<file path="config.mk">
export PLATFORM = sky130hd
export DESIGN_NAME = imem_arbiter
export DESIGN_NICKNAME = d
export VERILOG_FILES = /design/src/rtl/imem_arbiter.sv
export SDC_FILE = /design/constraint.sdc
export NUM_CORES = 1
export LEC_CHECK = 0
export BUFFER_PORTS_ARGS = -buffer_cell sky130_fd_sc_hd__clkbuf_2
export CAP_MARGIN = 20
export CORE_UTILIZATION = 35
export DETAILED_ROUTE_END_ITERATION = 12
export SLEW_MARGIN = 40
export SYNTH_ARGS = -nofsm -noshare
export SYNTH_HDL_FRONTEND = slang
export SYNTH_SLANG_ARGS = --single-unit
export TNS_END_PERCENT = 1
</file>
<file path="constraint.sdc">
create_clock -name CLK -period 10.15 [get_ports CLK]
set_input_delay 2.03 -clock CLK [delete_from_list [all_inputs] [get_ports CLK]]
set_output_delay 2.03 -clock CLK [all_outputs]
set_load 0.02 [all_outputs]
</file>
<file path="src/rtl/imem_arbiter.sv">
// imem_arbiter: shares one instruction-memory port between the fetch stage
// (read-only) and the program loader (read/write). One access is in flight at
// a time. Conflicts are resolved round-robin. A fetch response is dropped when
// a misprediction flush arrives while that fetch is outstanding.
//
// Handshakes:
//   fetch  - f_req is held until f_hit or f_flush; f_hit pulses for one cycle
//            with f_rdata valid.
//   loader - l_req is held until l_done; l_done pulses for one cycle, and
//            l_rdata is valid with it for reads.
//   memory - m_ren/m_wen, m_addr and m_wdata stay stable until m_ready; the
//            access completes in the cycle m_ready is high, with m_rdata valid.
//
// Optional build macro IMEM_ARB_PERF_EN adds the f_wait_cnt and f_drop_cnt
// performance counters.
module imem_arbiter #(
    parameter int ADDR_W = 32,
    parameter int DATA_W = 32
) (
    input  logic              CLK,
    input  logic              RST,
    input  logic              f_req,
    input  logic [ADDR_W-1:0] f_addr,
    input  logic              f_flush,
    output logic              f_hit,
    output logic [DATA_W-1:0] f_rdata,
    input  logic              l_req,
    input  logic              l_wen,
    input  logic [ADDR_W-1:0] l_addr,
    input  logic [DATA_W-1:0] l_wdata,
    output logic              l_done,
    output logic [DATA_W-1:0] l_rdata,
    output logic              m_ren,
    output logic              m_wen,
    output logic [ADDR_W-1:0] m_addr,
    output logic [DATA_W-1:0] m_wdata,
    input  logic [DATA_W-1:0] m_rdata,
    input  logic              m_ready,
    output logic              busy,
    output logic              owner,
`ifdef IMEM_ARB_PERF_EN
    output logic [31:0]       f_wait_cnt,
    output logic [31:0]       f_drop_cnt,
`endif
    output logic [1:0]        dbg_state_o
);

    typedef enum logic [1:0] {
        ST_IDLE = 2'd0,
        ST_BUSY = 2'd1,
        ST_RESP = 2'd2
    } state_t;

    state_t            state_q, state_d;
    logic              owner_q, owner_d;   // 0 = fetch, 1 = loader
    logic              drop_q, drop_d;     // discard the pending fetch response
    logic [ADDR_W-1:0] addr_q, addr_d;
    logic [DATA_W-1:0] wdata_q, wdata_d;
    logic              ren_q, ren_d;
    logic              wen_q, wen_d;
    logic [DATA_W-1:0] f_rdata_q, f_rdata_d;
    logic [DATA_W-1:0] l_rdata_q, l_rdata_d;
    logic              fetch_ok;
    logic              grant_f;
    logic              grant_l;

    // State and transaction registers; reset abandons any access in flight.
    always_ff @(posedge CLK or posedge RST) begin
        if (RST) begin
            state_q   <= ST_IDLE;
            owner_q   <= 1'b1;
            drop_q    <= 1'b0;
            addr_q    <= '0;
            wdata_q   <= '0;
            ren_q     <= 1'b0;
            wen_q     <= 1'b0;
            f_rdata_q <= '0;
            l_rdata_q <= '0;
        end else begin
            state_q   <= state_d;
            owner_q   <= owner_d;
            drop_q    <= drop_d;
            addr_q    <= addr_d;
            wdata_q   <= wdata_d;
            ren_q     <= ren_d;
            wen_q     <= wen_d;
            f_rdata_q <= f_rdata_d;
            l_rdata_q <= l_rdata_d;
        end
    end

    // Next-state: grant in IDLE, wait for m_ready in BUSY, one response cycle.
    always_comb begin
        state_d   = state_q;
        owner_d   = owner_q;
        drop_d    = drop_q;
        addr_d    = addr_q;
        wdata_d   = wdata_q;
        ren_d     = ren_q;
        wen_d     = wen_q;
        f_rdata_d = f_rdata_q;
        l_rdata_d = l_rdata_q;
        fetch_ok  = 1'b0;
        grant_f   = 1'b0;
        grant_l   = 1'b0;

        case (state_q)
            ST_IDLE: begin
                drop_d   = 1'b0;
                // A flushing fetch is asking for a PC that is already stale.
                fetch_ok = f_req && !f_flush;
                if (fetch_ok && l_req) begin
                    // Round-robin: the requester that did not win last time.
                    grant_f = owner_q;
                    grant_l = !owner_q;
                end else begin
                    grant_f = fetch_ok;
                    grant_l = l_req && !fetch_ok;
                end

                if (grant_f) begin
                    addr_d  = f_addr;
                    wdata_d = '0;
                    ren_d   = 1'b1;
                    wen_d   = 1'b0;
                    owner_d = 1'b0;
                    state_d = ST_BUSY;
                end else if (grant_l) begin
                    addr_d  = l_addr;
                    wdata_d = l_wdata;
                    ren_d   = !l_wen;
                    wen_d   = l_wen;
                    owner_d = 1'b1;
                    state_d = ST_BUSY;
                end
            end

            ST_BUSY: begin
                if (f_flush && !owner_q) begin
                    drop_d = 1'b1;
                end
                if (m_ready) begin
                    ren_d = 1'b0;
                    wen_d = 1'b0;
                    if (owner_q) begin
                        l_rdata_d = m_rdata;
                    end else begin
                        f_rdata_d = m_rdata;
                    end
                    state_d = ST_RESP;
                end
            end

            ST_RESP: begin
                // No grant here: fetch gets a cycle to advance its PC.
                drop_d  = 1'b0;
                state_d = ST_IDLE;
            end

            default: begin
                state_d = ST_IDLE;
            end
        endcase
    end

    // A flush in the response cycle itself also suppresses the hit.
    assign f_hit       = (state_q == ST_RESP) && !owner_q && !drop_q && !f_flush;
    assign l_done      = (state_q == ST_RESP) && owner_q;
    assign f_rdata     = f_rdata_q;
    assign l_rdata     = l_rdata_q;
    assign m_ren       = ren_q;
    assign m_wen       = wen_q;
    assign m_addr      = addr_q;
    assign m_wdata     = wdata_q;
    assign busy        = (state_q != ST_IDLE);
    assign owner       = owner_q;
    assign dbg_state_o = state_q;

`ifdef IMEM_ARB_PERF_EN
    logic [31:0] wait_cnt_q;
    logic [31:0] drop_cnt_q;
    logic        fetch_in_busy;
    logic        drop_evt;

    assign fetch_in_busy = (state_q == ST_BUSY) && !owner_q;
    assign drop_evt      = (state_q == ST_RESP) && !owner_q && (drop_q || f_flush);

    // Saturating counters: fetch stall cycles and discarded fetch responses.
    always_ff @(posedge CLK or posedge RST) begin
        if (RST) begin
            wait_cnt_q <= '0;
            drop_cnt_q <= '0;
        end else begin
            if (f_req && !f_flush && !fetch_in_busy && !f_hit && (wait_cnt_q != '1)) begin
                wait_cnt_q <= wait_cnt_q + 32'd1;
            end
            if (drop_evt && (drop_cnt_q != '1)) begin
                drop_cnt_q <= drop_cnt_q + 32'd1;
            end
        end
    end

    assign f_wait_cnt = wait_cnt_q;
    assign f_drop_cnt = drop_cnt_q;
`endif

endmodule

</file>
==> metrics.md <==
| Metric | Value |
|---|---|
| WS Path Type | `in -> out` |
| CP endpoint kind | `primary output` |
| Total power | `2640 µW` |
| Number of buffers created by CTS | `17` |
| WHS Path Cells | `2` |
| Final WS setup | `5.45 ns` |
| Syn Area/Cell | `12.5 µm²` |
| Max-cap check violation count | `0` |
| Antenna-violating nets left | `0` |
| Core ar. | `15400 µm²` |
| Post-Place Setup Slack | `5.43 ns` |
| Die Y | `128 µm` |
| R2R Setup Slk | `8.10 ns` |
| Fin nets | `845` |
| IO Port Bufs | `270` |
| Via count | `4237` |
| Hold Vio Cnt, Final | `0` |
| Clk buf depth | `2` |
| Sink Count | `134` |
| First-pass GRT wire length | `22.1 mm` |
| Cell-internal power | `1600 µW` |
| Max-slew violations | `0` |
| Hold_buf cts | `0` |
| WL per Instance | `14.9 µm` |
| Share of layout cells above drive strength 1 | `52.3%` |
| Sw power | `1040 µW` |
| H-tree depth | `4` |
| Vias in the first global route | `4276` |
| Worst path max stage delay | `0.30 ns` |
| Reg-to-Reg End | `f_rdata[8]` |
| Mapped cell area | `5560 µm²` |
| Fill cells | `1400` |
| Most common cell in the synthesized netlist | `dfrtp_1` |
| Ys async rst share | `100%` |
| Die X-Extent | `128 µm` |
| Critical path launch point type | `input pin` |
| Post-synth top cells | `dfrtp_1, nand2_1, o21ai_0, mux2_2, mux2i_1` |
| Root buf cell | `clkbuf_16` |
| Cell leakage power | `0.00418 µW` |
| Slew at the pin closest to its max-slew limit | `0.733 ns` |
| Vias per std cell | `4.53` |
| Final cycle utilization of the critical path | `46.3%` |
| Clock Pin Slew Worst Setup and Hold Paths | `0.06 ns` |
| Power share of the clock group | `22.8%` |
| Initial DRC Count | `132` |
| # DRC | `0` |
| Hold WC Path Type | `reg -> reg` |
| Reg2reg path depth | `5` |
| Critical R2R Launch | `dbg_state_o[1]` |
| Total gr overflow | `0` |
| Hold worst-path end | `m_wdata[15]` |
| Starting Density | `36.1%` |
| Critical Path RT | `8.12 ns` |
| CP max stage cell | `nor4_1` |
| Critical Path Most Common Cell | `clkbuf_2` |
| Routability Congestion | `0.766` |
| Comb pwr share | `41.4%` |
| Number of placement rows | `45` |
| Initial antenna violation count | `1` |
| Area delta synth->final | `37.7%` |
| Yosys cell types | `29` |
| Synth top area cells | `dfrtp_1, mux2_4, mux2_2` |
| Router iterations before antenna repair | `4` |
| CP Depth | `3` |
| Worst path cell trace | `clkbuf_2 > nor4_1 > clkbuf_2` |
| Final core utilization | `49.8%` |
| Number of synthesized register bits | `134` |
| Yosys top cell by area | `dfrtp_1` |
| CP max FO | `3` |
| Final setup fails | `0` |
| Final wirelength | `13.9 mm` |
| Post-synth EDFFs | `0` |
| Gr usage total | `17.6%` |
| Post-cts sizing count | `0` |
| CP Buf/Inv Count | `2` |
| RSZ-0062 raised after global routing | `false` |
| Final TNS setup | `0 ns` |
| Largest net degree at the start of global routing | `136` |
| Part of the power in registers | `35.9%` |
| Pwr per Cell Area | `345 nW/µm²` |
| I/O pin cnt | `271` |
| Sequential share of the synthesized area | `60.4%` |
| Peak supply drop | `0.117 mV` |
| Fmax | `0.213 GHz` |
| Mapped Nets | `579` |
| Die ar. | `16400 µm²` |
| Sw frac | `39.5%` |
| Synth Instances | `444` |
| Synth top area share | `59.9%` |
| Crit path DAT | `2.67 ns` |
| YS warnings | `0` |
| Min-delay src | `m_wdata[15]` |
| CP delay by family, top | `buffers and inverters` |
| Top FF cell, synth | `dfrtp_1` |
| Clock Skews | `0.00685 ns` |
| Status | `complete, no violations` |
| CTS tree | `built` |
| Later-pin clock latency in the skew report | `0.41 ns` |
| Slew HR | `51.2%` |
| Tmin final | `4.70 ns` |
| HPWL Detailed | `10.1 mm` |
| Post-CTS setup buffers | `0` |
power by group through the flow:
stage | registers [µW] | clock network [µW] | logic (µW)
after floorplan | 1250 | 0 | 427
after global placement | 938 | 0 | 1090
after detailed placement | 952 | 0 | 1110
after CTS | 950 | 616 | 1110
after global routing | 983 | 643 | 1180
final | 947 | 601 | 1090
sequential cells by signal, indices dropped and copies added, names as in the netlist:
register and flops:
m_addr 32, f_rdata 32, m_ren 1, owner 1, m_wdata 32, drop_q 1, l_rdata 32, dbg_state_o 2
m_wen 1
per-stage QoR:
| stage | instances | hold slack [ns] | instance area, µm² |
|---|---|---|---|
| after CTS | 934 | 0.483 | 7640 |
| after global routing | 935 | 0.500 | 7650 |
| after global placement | 901 | 0.462 | 7020 |
| final | 935 | 0.478 | 7650 |
| after floorplan | 444 | 0.486 | 5560 |
| after detailed placement | 902 | 0.470 | 7060 |
worst reg2reg max path, cell delays in order, from the launching register on:
cell,delay (ns)
dfrtp_1,0.43
nand2b_1,0.19
or2_4,0.29
nor2_4,0.44
buf_16,0.23
mux2_2,0.35
cells by family (layout without fill, tap and decap cells):
family / after synthesis / in the layout / share of synthesized area, %
buffers and inverters: 32 / 311 / 3.85
AND/OR/NAND/NOR: 110 / 110 / 8.27
AO/OA/AOI/OAI: 72 / 72 / 6.73
other: 0 / 1 / 0
flip-flops: 134 / 134 / 60.4
multiplexers: 96 / 96 / 20.8
cells in the final DEF (no fill, tap or decap), types with 2 or more instances in the layout:
master / instances
o21ai_1: 21
clkinv_4: 3
dfrtp_1: 133
a21oi_1: 3
clkbuf_16: 17
inv_1: 3
clkinvlp_4: 2
mux2i_1: 32
inv_6: 2
o21ai_0: 45
clkinv_2: 6
clkbuf_8: 3
bufinv_16: 2
mux2_2: 33
nor2_1: 3
nor2b_1: 2
clkbuf_2: 270
buf_6: 2
mux2_4: 30
nand2_1: 97
area by class of cell:
| type | count | area [µm²] | area share, % |
|---|---|---|---|
| timing repair buffer | 274 | 1420 | 18.5 |
| antenna | 1 | 2.50 | 0.0327 |
| multi-input combinational | 278 | 2000 | 26.2 |
| tap | 211 | 264 | 3.45 |
| clock inverter | 13 | 131 | 1.72 |
| inverter | 5 | 28.8 | 0.376 |
| clock buffer | 19 | 453 | 5.92 |
| sequential | 134 | 3350 | 43.8 |
metal layers:
layer / up-vias / part of all wire, % / track usage (%)
li1: 2033 / - / -
met1: 1995 / 42 / 21.4
met2: 190 / 48 / 28.6
met3: 19 / 7.8 / 5.34
met4: 0 / 2.1 / 8.24
met5: - / 0 / 0
worst max-delay path by stage:
stage	startpoint	end	slack [ns]
finish	f_flush	f_hit	5.45
floorplan	RST	dbg_state_o[0]	4.54
global route	f_flush	f_hit	5.41
CTS	f_flush	f_hit	5.42
detailed placement	f_flush	f_hit	5.43
global placement	f_flush	f_hit	5.47
No activity file was read; power rests on OpenSTA's default activity.
